$ cat config.mk
export PLATFORM = sky130hd
export DESIGN_NAME = ir_left_shift1_for_pc
export DESIGN_NICKNAME = d
export VERILOG_FILES = /design/src/rtl/ir_left_shift1_for_pc.sv
export SDC_FILE = /design/constraint.sdc
export NUM_CORES = 1
export LEC_CHECK = 0
export BUFFER_PORTS_ARGS = -buffer_cell sky130_fd_sc_hd__buf_4
export CAP_MARGIN = 20
export CORE_MARGIN = 3
export CORE_UTILIZATION = 35
export DETAILED_ROUTE_END_ITERATION = 7
export PLACE_DENSITY = 0.73
export SLEW_MARGIN = 5
export SYNTH_ARGS = -nofsm -noshare
export SYNTH_HDL_FRONTEND = slang
export SYNTH_SLANG_ARGS = --single-unit
$ cat constraint.sdc
create_clock -name CLK -period 0.8 [get_ports CLK]
set_input_delay 0.08 -clock CLK [delete_from_list [all_inputs] [get_ports CLK]]
set_output_delay 0.08 -clock CLK [all_outputs]
set_load 0.1 [all_outputs]
$ cat src/rtl/ir_left_shift1_for_pc.sv
// PC-offset generator: IR immediate shifted left by one (halfword aligned), combinational
// and registered with a sticky valid flag. Optional 16-bit sign-extended offset via IRLS_SIGNEXT16_EN.
module ir_left_shift1_for_pc #(
    parameter int IR_WIDTH = 13
) (
    input  logic                CLK,
    input  logic                Reset_n,
    input  logic [IR_WIDTH-1:0] IR,
    input  logic                Load,
    output logic [IR_WIDTH:0]   LeftShiftedOutput,
    output logic [IR_WIDTH:0]   OffsetReg,
    output logic                OffsetValid,
`ifdef IRLS_SIGNEXT16_EN
    output logic [15:0]         SignExtOffset,
`endif
    output logic                MsbLost
);

    logic [IR_WIDTH:0] shifted;
    logic [IR_WIDTH:0] offset_reg;
    logic              valid_reg;

    // Bit 0 is always zero; every IR bit moves up one position with no truncation.
    assign shifted[0] = 1'b0;
    generate
        for (genvar gi = 0; gi < IR_WIDTH; gi++) begin : g_shift
            assign shifted[gi+1] = IR[gi];
        end
    endgenerate

    assign LeftShiftedOutput = shifted;
    assign MsbLost           = IR[IR_WIDTH-1];

`ifdef IRLS_SIGNEXT16_EN
    // Bits above the shifted result replicate its sign bit (the IR MSB).
    generate
        for (genvar gi = 0; gi < 16; gi++) begin : g_sext
            if (gi <= IR_WIDTH) begin : g_low
                assign SignExtOffset[gi] = shifted[gi];
            end else begin : g_high
                assign SignExtOffset[gi] = IR[IR_WIDTH-1];
            end
        end
    endgenerate
`endif

    // Reset dominates Load, so a capture coinciding with reset is discarded.
    always_ff @(posedge CLK or negedge Reset_n) begin
        if (!Reset_n) begin
            offset_reg <= '0;
            valid_reg  <= 1'b0;
        end else if (Load) begin
            offset_reg <= shifted;
            valid_reg  <= 1'b1;
        end
    end

    assign OffsetReg   = offset_reg;
    assign OffsetValid = valid_reg;

endmodule

Yosys cells after proc, flatten, opt, wreduce, memory -nomap -nowiden

Index checks and enable logic that the tools add are counted.

Bits in registers: 14
Bits of input ports: 16
Word-level logic and storage cells: 2
Output and inout port bits: 30

Depth between registers and ports, before layout

Gate-level depths: netlist (run 1).

Word-level depth: 0
Depth in mapped cells: 2
Gate-level depth less buffers: 1

Least setup slack after synthesis (run 1)

OpenSTA, ideal clock, no wires.

Path type: flip-flop to flip-flop
From: reg, netlist name OffsetValid
To: reg valid_reg (netlist: OffsetValid)
Period minus slack after synthesis: 1.266 ns
Arrival time: 1.137 ns
Path slack: -0.466 ns
Stages on the path, launching flop included: 2
Path buffers: 0
Data required time: 0.671 ns
Cells stage by stage: dfrtp_1 -> or2_2

RTL lines:

| item                   | RTL line | RTL |
|---|---|---|
| end signal: assignment | 51       | `valid_reg <= 1'b0;` |
| end signal: assignment | 54       | `valid_reg <= 1'b1;` |
| end: declaration       | 21       | `logic valid_reg;` |

Worst setup path after layout (run 1)

From: reg offset_reg[3] (netlist: OffsetReg[3])
To: out OffsetReg[3]

RTL lines:

| item                     | RTL line | RTL |
|---|---|---|
| start: declaration       | 20       | `logic [IR_WIDTH:0] offset_reg;` |
| start signal: assignment | 53       | `offset_reg <= shifted;` |
| end: declaration         | 11       | `output logic [IR_WIDTH:0] OffsetReg,` |

No word-level cell between the ends.

==> results of run 1 <==
==> flip-flops by register name, indices dropped and copies added, names as in the netlist <==
name	flops
OffsetReg	13
OffsetValid	1
==> through the flow <==
stage                     power (mW)  hold WS (ps)  utilization, %  setup WS, ps
final                           2.73          34.2            71.2          -238
after global placement          2.00         -61.5            57.0         -25.7
after global routing            2.82          29.2            71.2          -265
after floorplan                 1.82          -216               -          -221
after detailed placement        2.01         -59.0            57.0         -41.6
after CTS                       2.74          29.1            70.7          -244
==> cell type report <==
class | instances | share of cell area (%)
well taps | 24 | 2.62
multi-input cells | 16 | 14.8
flip-flops and latches | 14 | 35.1
clock buffers | 4 | 3.16
repair buffers | 44 | 44.3
==> path summary, 6_finish.rpt <==
path,startpoint,to,slack [ps],depth (start not counted)
worst max-delay path,OffsetReg[3],OffsetReg[3],-240,1
worst min-delay path,IR[2],OffsetReg[3],30,2
worst max register to register,OffsetReg[3],OffsetReg[3],-80,1
worst min register to register,OffsetValid,OffsetValid,570,1
max in group asynchronous,Reset_n,OffsetReg[8],430,2
min in group asynchronous,Reset_n,OffsetReg[3],180,2
==> per-layer routing <==
metal	GRT usage (%)	routed length, µm	vias to the layer above
met2	24.0	782	26
li1	-	-	196
met1	11.4	424	215
met4	5.69	0	0
met5	0	0	-
met3	5.52	176	0
==> cell usage after synthesis <==
library cell / n
conb_1: 1
or2_2: 1
buf_6: 1
mux2_2: 13
buf_4: 16
dfrtp_1: 14
==> timing repair <==
action                                  in CTS  in global routing
hold buffers                                 1                  0
hold endpoints to repair                    14                  0
pin swaps                                    1                  1
gates resized for setup                     42                  2
setup buffers                                0                  0
endpoints found under the setup margin      28                 28
==> cell families (layout without fill, tap and decap cells) <==
group | count (synthesis) | count (layout) | share of synthesized area, %
mux | 13 | 13 | 22.9
simple gates | 1 | 1 | 0.981
buf+inv | 17 | 48 | 20.6
other cells | 1 | 2 | 0.588
flops | 14 | 14 | 54.9
==> power by group <==
group          switching (mW)  internal [mW]
Sequential             0.0699          0.816
Clock                   0.239          0.277
Combinational           0.914          0.414
Total                    1.22           1.51
==> placed cells by master, fill, tap and decap left out <==
cell / synthesis / final
conb_1: 1 / 2
clkbuf_4: 0 / 3
clkbuf_8: 0 / 1
mux2_2: 13 / 11
buf_12: 0 / 14
buf_4: 16 / 29
mux2_4: 0 / 2
dfrtp_4: 0 / 14
dlygate4sd3_1: 0 / 1
or2_4: 0 / 1
==> results.sh, run 1 <==
export IMPL_fin_crit_ps=1040
export IMPL_setup_ws_ps=-238
export IMPL_crit_type="reg -> out"
export IMPL_worstPathCellList="buf_12"
export IMPL_critical_path_arrival_ps=960
export IMPL_core_um2=1610
export IMPL_dieArea_um2=2370
export IMPL_wirelength_um=1380
export IMPL_crit_path_max_incr_delay_ps=500
export IMPL_final_area_um2=1150
export IMPL_ys_types=6
export IMPL_yosysTopAreaCell="dfrtp_1"
export IMPL_syn2layout_area_growth_pct=79.8
export IMPL_grt_start_max_net_pins=15
export IMPL_drt_iter0_drc=2
export IMPL_drv_slew=0
export IMPL_hold_viol_final=0
export IMPL_antenna_left=0
export IMPL_io_buffers=43
export IMPL_grt_setup_unrepaired="yes"
export IMPL_drc=0
export IMPL_outcome="complete, but fails checks"
export IMPL_n_fill_cell=124
export IMPL_failed_checks="setup timing"
export IMPL_netlist_area_um2=638
export IMPL_synth_seq_cells=14
export IMPL_crit_path_top_delay_cell="dfrtp_4"
export IMPL_yosys_top_cells_area="dfrtp_1 55%, mux2_2 23%, buf_4 19%, buf_6 1.8%, or2_2 0.98%"
export IMPL_crit_buf_inv=1
export IMPL_postPlaceCellArea_um2=918
export IMPL_stdcell_count=102
export IMPL_dr_pass1_iters=2
export IMPL_ir_drop_mv=1.71
export IMPL_clock_latency_ps=280
export IMPL_clock_sinks=14
export IMPL_gp_congestion=0.663
export IMPL_period_share_pct=130
export IMPL_yosysWarnings=0
export IMPL_path_clk_slew_ps=90
export IMPL_grt_usage_pct=12.7
export IMPL_multi_input_area_um2=170
export IMPL_chipWidth_um=48.7
export IMPL_ys_seq_area_share_pct=54.9
export IMPL_seqCellArea_um2=403
export IMPL_grt_ovfl_total=0
export IMPL_drive_gt1_share_pct=96.2
export IMPL_crit_fanout=2
export IMPL_rows=14
export IMPL_hp_class="in -> reg"
export IMPL_path_delay_family="flip-flops"
export IMPL_antennaDiodeCount=0
export IMPL_endpoint_kind="output port"
export IMPL_syn_inst=46
export IMPL_root_buffer="clkbuf_4"
export IMPL_start_util_pct=39.6
export IMPL_nNetsFinal=95
export IMPL_num_vias=437
export IMPL_avgSynthCellArea_um2=13.9
export IMPL_cts_buffers=3
export IMPL_power_leakage_nw=0.515
export IMPL_powerDensity_nw_per_um2=2380
export IMPL_viasPerCell=4.28
export IMPL_ios=46
export IMPL_crit_path_start_kind="flip-flop"
export IMPL_max_freq_mhz=963
export IMPL_fin_setup_tns_ps=-4070
export IMPL_grt_first_pass_wirelength_um=2290
export IMPL_synth_top_area_share_pct=54.9
export IMPL_grt_pass1_vias=500
export IMPL_cts_max_level=1
export IMPL_die_y_um=48.7
export IMPL_skew_ps=0
export IMPL_required_ps=720
export IMPL_cts_buffer_depth=2
export IMPL_cts_tree="done"
export IMPL_maxCapViolCount=0
export IMPL_wl_per_cell_um=13.6
export IMPL_antenna_found_initial=0
export IMPL_dpl_cell_count=97
export IMPL_setup_viol=28
Power figures use the tool's default switching activity.
==> inputs of run 2 (changes only) <==
ABC_AREA = 1   (was not set)
==> run 2 against run 1 <==
Compared with the run above: the flow still finishes with violations (setup timing); sequential share of layout area is 0.54 points higher; routed wire length grew 19%; critical path depth stayed put; die area grew 1.5%; synthesized area is 1.8% higher; flip-flop and latch count stayed put; synthesized cell count is 61% higher; sequential power fell by 2%; combinational power shrank 8%; critical endpoint is now OffsetReg[2]; largest cell class unchanged.
==> results.sh, run 2 <==
export IMPL_use_met1_pct=14.7
export IMPL_crit_path_start_kind="flip-flop"
export IMPL_yosysTopAreaCell="dfrtp_1"
export IMPL_nNetsFinal=122
export IMPL_drive_gt1_share_pct=59.6
export IMPL_path_delay_family="flip-flops"
export IMPL_io_buffers=43
export IMPL_outcome="complete, but fails checks"
export IMPL_skew_ps=0
export IMPL_cts_buffers=3
export IMPL_antenna_left=0
export IMPL_grt_ovfl_total=0
export IMPL_syn2layout_area_growth_pct=74.0
export IMPL_clock_latency_ps=270
export IMPL_crit_type="reg -> out"
export IMPL_synth_fa_ha_area_share_pct=0
export IMPL_wirelength_um=1650
export IMPL_antennaDiodeCount=0
export IMPL_grt_pass1_vias=567
export IMPL_wl_per_cell_um=12.9
export IMPL_yosys_top_cells_area="dfrtp_1 54%, nand2_1 23%, buf_4 20%, buf_6 1.7%, or2_2 0.96%"
export IMPL_dieArea_um2=2410
export IMPL_final_area_um2=1130
export IMPL_grt_util_met3_pct=3.36
export IMPL_synth_xor_area_share_pct=0
export IMPL_crit_fanout=2
export IMPL_required_ps=720
export IMPL_setup_viol=15
export IMPL_drv_slew=0
export IMPL_synth_compound_area_share_pct=0
export IMPL_synth_edf_count=0
export IMPL_gp_congestion=0.644
export IMPL_fin_crit_ps=1030
export IMPL_ios=46
export IMPL_hold_viol_final=0
export IMPL_power_leakage_nw=0.566
export IMPL_die_y_um=49.1
export IMPL_maxCapViolCount=0
export IMPL_grt_setup_unrepaired="yes"
export IMPL_synth_top_family_by_area="simple AND/OR/NAND/NOR gates"
export IMPL_ys_flop_type="dfrtp_1"
export IMPL_clock_sinks=14
export IMPL_drt_iter0_drc=1
export IMPL_chipWidth_um=49.1
export IMPL_synthTopCellsByCount="39 x nand2_1, 17 x buf_4, 14 x dfrtp_1"
export IMPL_hpwlAfterDp_um=1110
export IMPL_largest_reg_flops=13
export IMPL_synth_seq_cells=14
export IMPL_max_freq_mhz=970
export IMPL_failed_checks="setup timing"
export IMPL_grt_use_met2_pct=29.0
export IMPL_hp_class="in -> reg"
export IMPL_period_share_pct=129
export IMPL_cts_max_level=1
export IMPL_yosys_area_share_simple_pct=23.5
export IMPL_final_cell_mix="39 x nand2_1, 29 x buf_4, 14 x dfrtp_4, 14 x buf_12, 3 x clkbuf_4"
export IMPL_cts_buffer_depth=2
export IMPL_rows=14
export IMPL_grt_start_max_net_pins=16
export IMPL_antenna_found_initial=0
export IMPL_yosysMostFrequentCell="nand2_1"
export IMPL_fin_util_pct=69.4
export IMPL_drc=0
export IMPL_syn_inst=74
export IMPL_dpl_cell_count=124
export IMPL_critical_path_arrival_ps=950
export IMPL_grt_busiest_layer="met2"
export IMPL_num_vias=540
export IMPL_grt_first_pass_wirelength_um=2710
export IMPL_setup_ws_ps=-231
export IMPL_cts_tree="done"
export IMPL_crit_path_max_incr_delay_ps=500
export IMPL_ys_types=7
export IMPL_ys_seq_area_share_pct=53.9
export IMPL_powerDensity_nw_per_um2=2200
export IMPL_path_clk_slew_ps=80
export IMPL_grt_usage_pct=15.2
export IMPL_root_buffer="clkbuf_4"
export IMPL_viasPerCell=4.22
export IMPL_start_util_pct=39.9
export IMPL_synth_mux_area_share_pct=0
export IMPL_stdcell_count=128
export IMPL_worstPathCellList="buf_12"
export IMPL_crit_path_top_delay_cell="dfrtp_4"
export IMPL_yosysWarnings=0
export IMPL_whs_ps=12.8
export IMPL_endpoint_kind="output port"
export IMPL_core_um2=1630
export IMPL_avgSynthCellArea_um2=8.78
export IMPL_pre_cts_slack_ps=6.83
export IMPL_dr_pass1_iters=3
export IMPL_synth_top_area_share_pct=53.9
export IMPL_netlist_area_um2=649
export IMPL_final_common_cell="nand2_1"
export IMPL_ir_drop_mv=1.14
export IMPL_crit_buf_inv=1
export IMPL_postPlaceCellArea_um2=922
export IMPL_post_cts_buffers=0
export IMPL_ys_async_sr_fraction_pct=100
## run 2: logic make-up after synthesis
| logic type | after synthesis |
|---|---|
| and+or+nand+nor | 40 |
| DFF | 14 |
| other | 1 |
| buffers and inverters | 19 |
## run 2: cell type report
type / count / area, µm²
tap: 24 / 30.0
sequential: 14 / 403
clock buffer: 3 / 22.5
multi-input combinational: 42 / 163
timing repair buffer: 44 / 508
fill: 133 / 499
inverter: 1 / 3.75
## run 2: where the power goes
| part | switching [mW] | internal, mW |
|---|---|---|
| Sequential | 0.0644 | 0.803 |
| Clock | 0.210 | 0.174 |
| Combinational | 0.881 | 0.347 |
| Total | 1.16 | 1.32 |
## run 2: stage by stage
step	setup TNS [ps]	power, mW
global placement	0	1.91
global route	-3690	2.59
finish	-3140	2.48
detailed placement	0	1.92
floorplan	-873	1.74
CTS	-3270	2.50
## run 2: worst paths after layout
check,start,end,slack (ps),depth (start not counted)
max reg2reg,OffsetValid,OffsetValid,-30,1
min in group asynchronous,Reset_n,OffsetReg[12],190,2
max,OffsetReg[2],OffsetReg[2],-230,1
min,IR[2],OffsetReg[3],10,3
min reg2reg,OffsetReg[9],OffsetReg[9],560,2
max in group asynchronous,Reset_n,OffsetReg[8],420,2
## run 2: what timing repair did
item	in CTS	in global routing
hold endpoints to repair	14	0
hold buffers	1	0
setup endpoints to repair	15	15
resized for setup	42	0
## run 2: layer usage
layer  vias to the layer above  share of wire (%)  routed length, µm
met1                       250                 34                561
met2                        27                 59                973
met3                         2                5.8                 96
met5                         -                  0                  0
li1                        261                  -                  -
met4                         0               0.79                 13
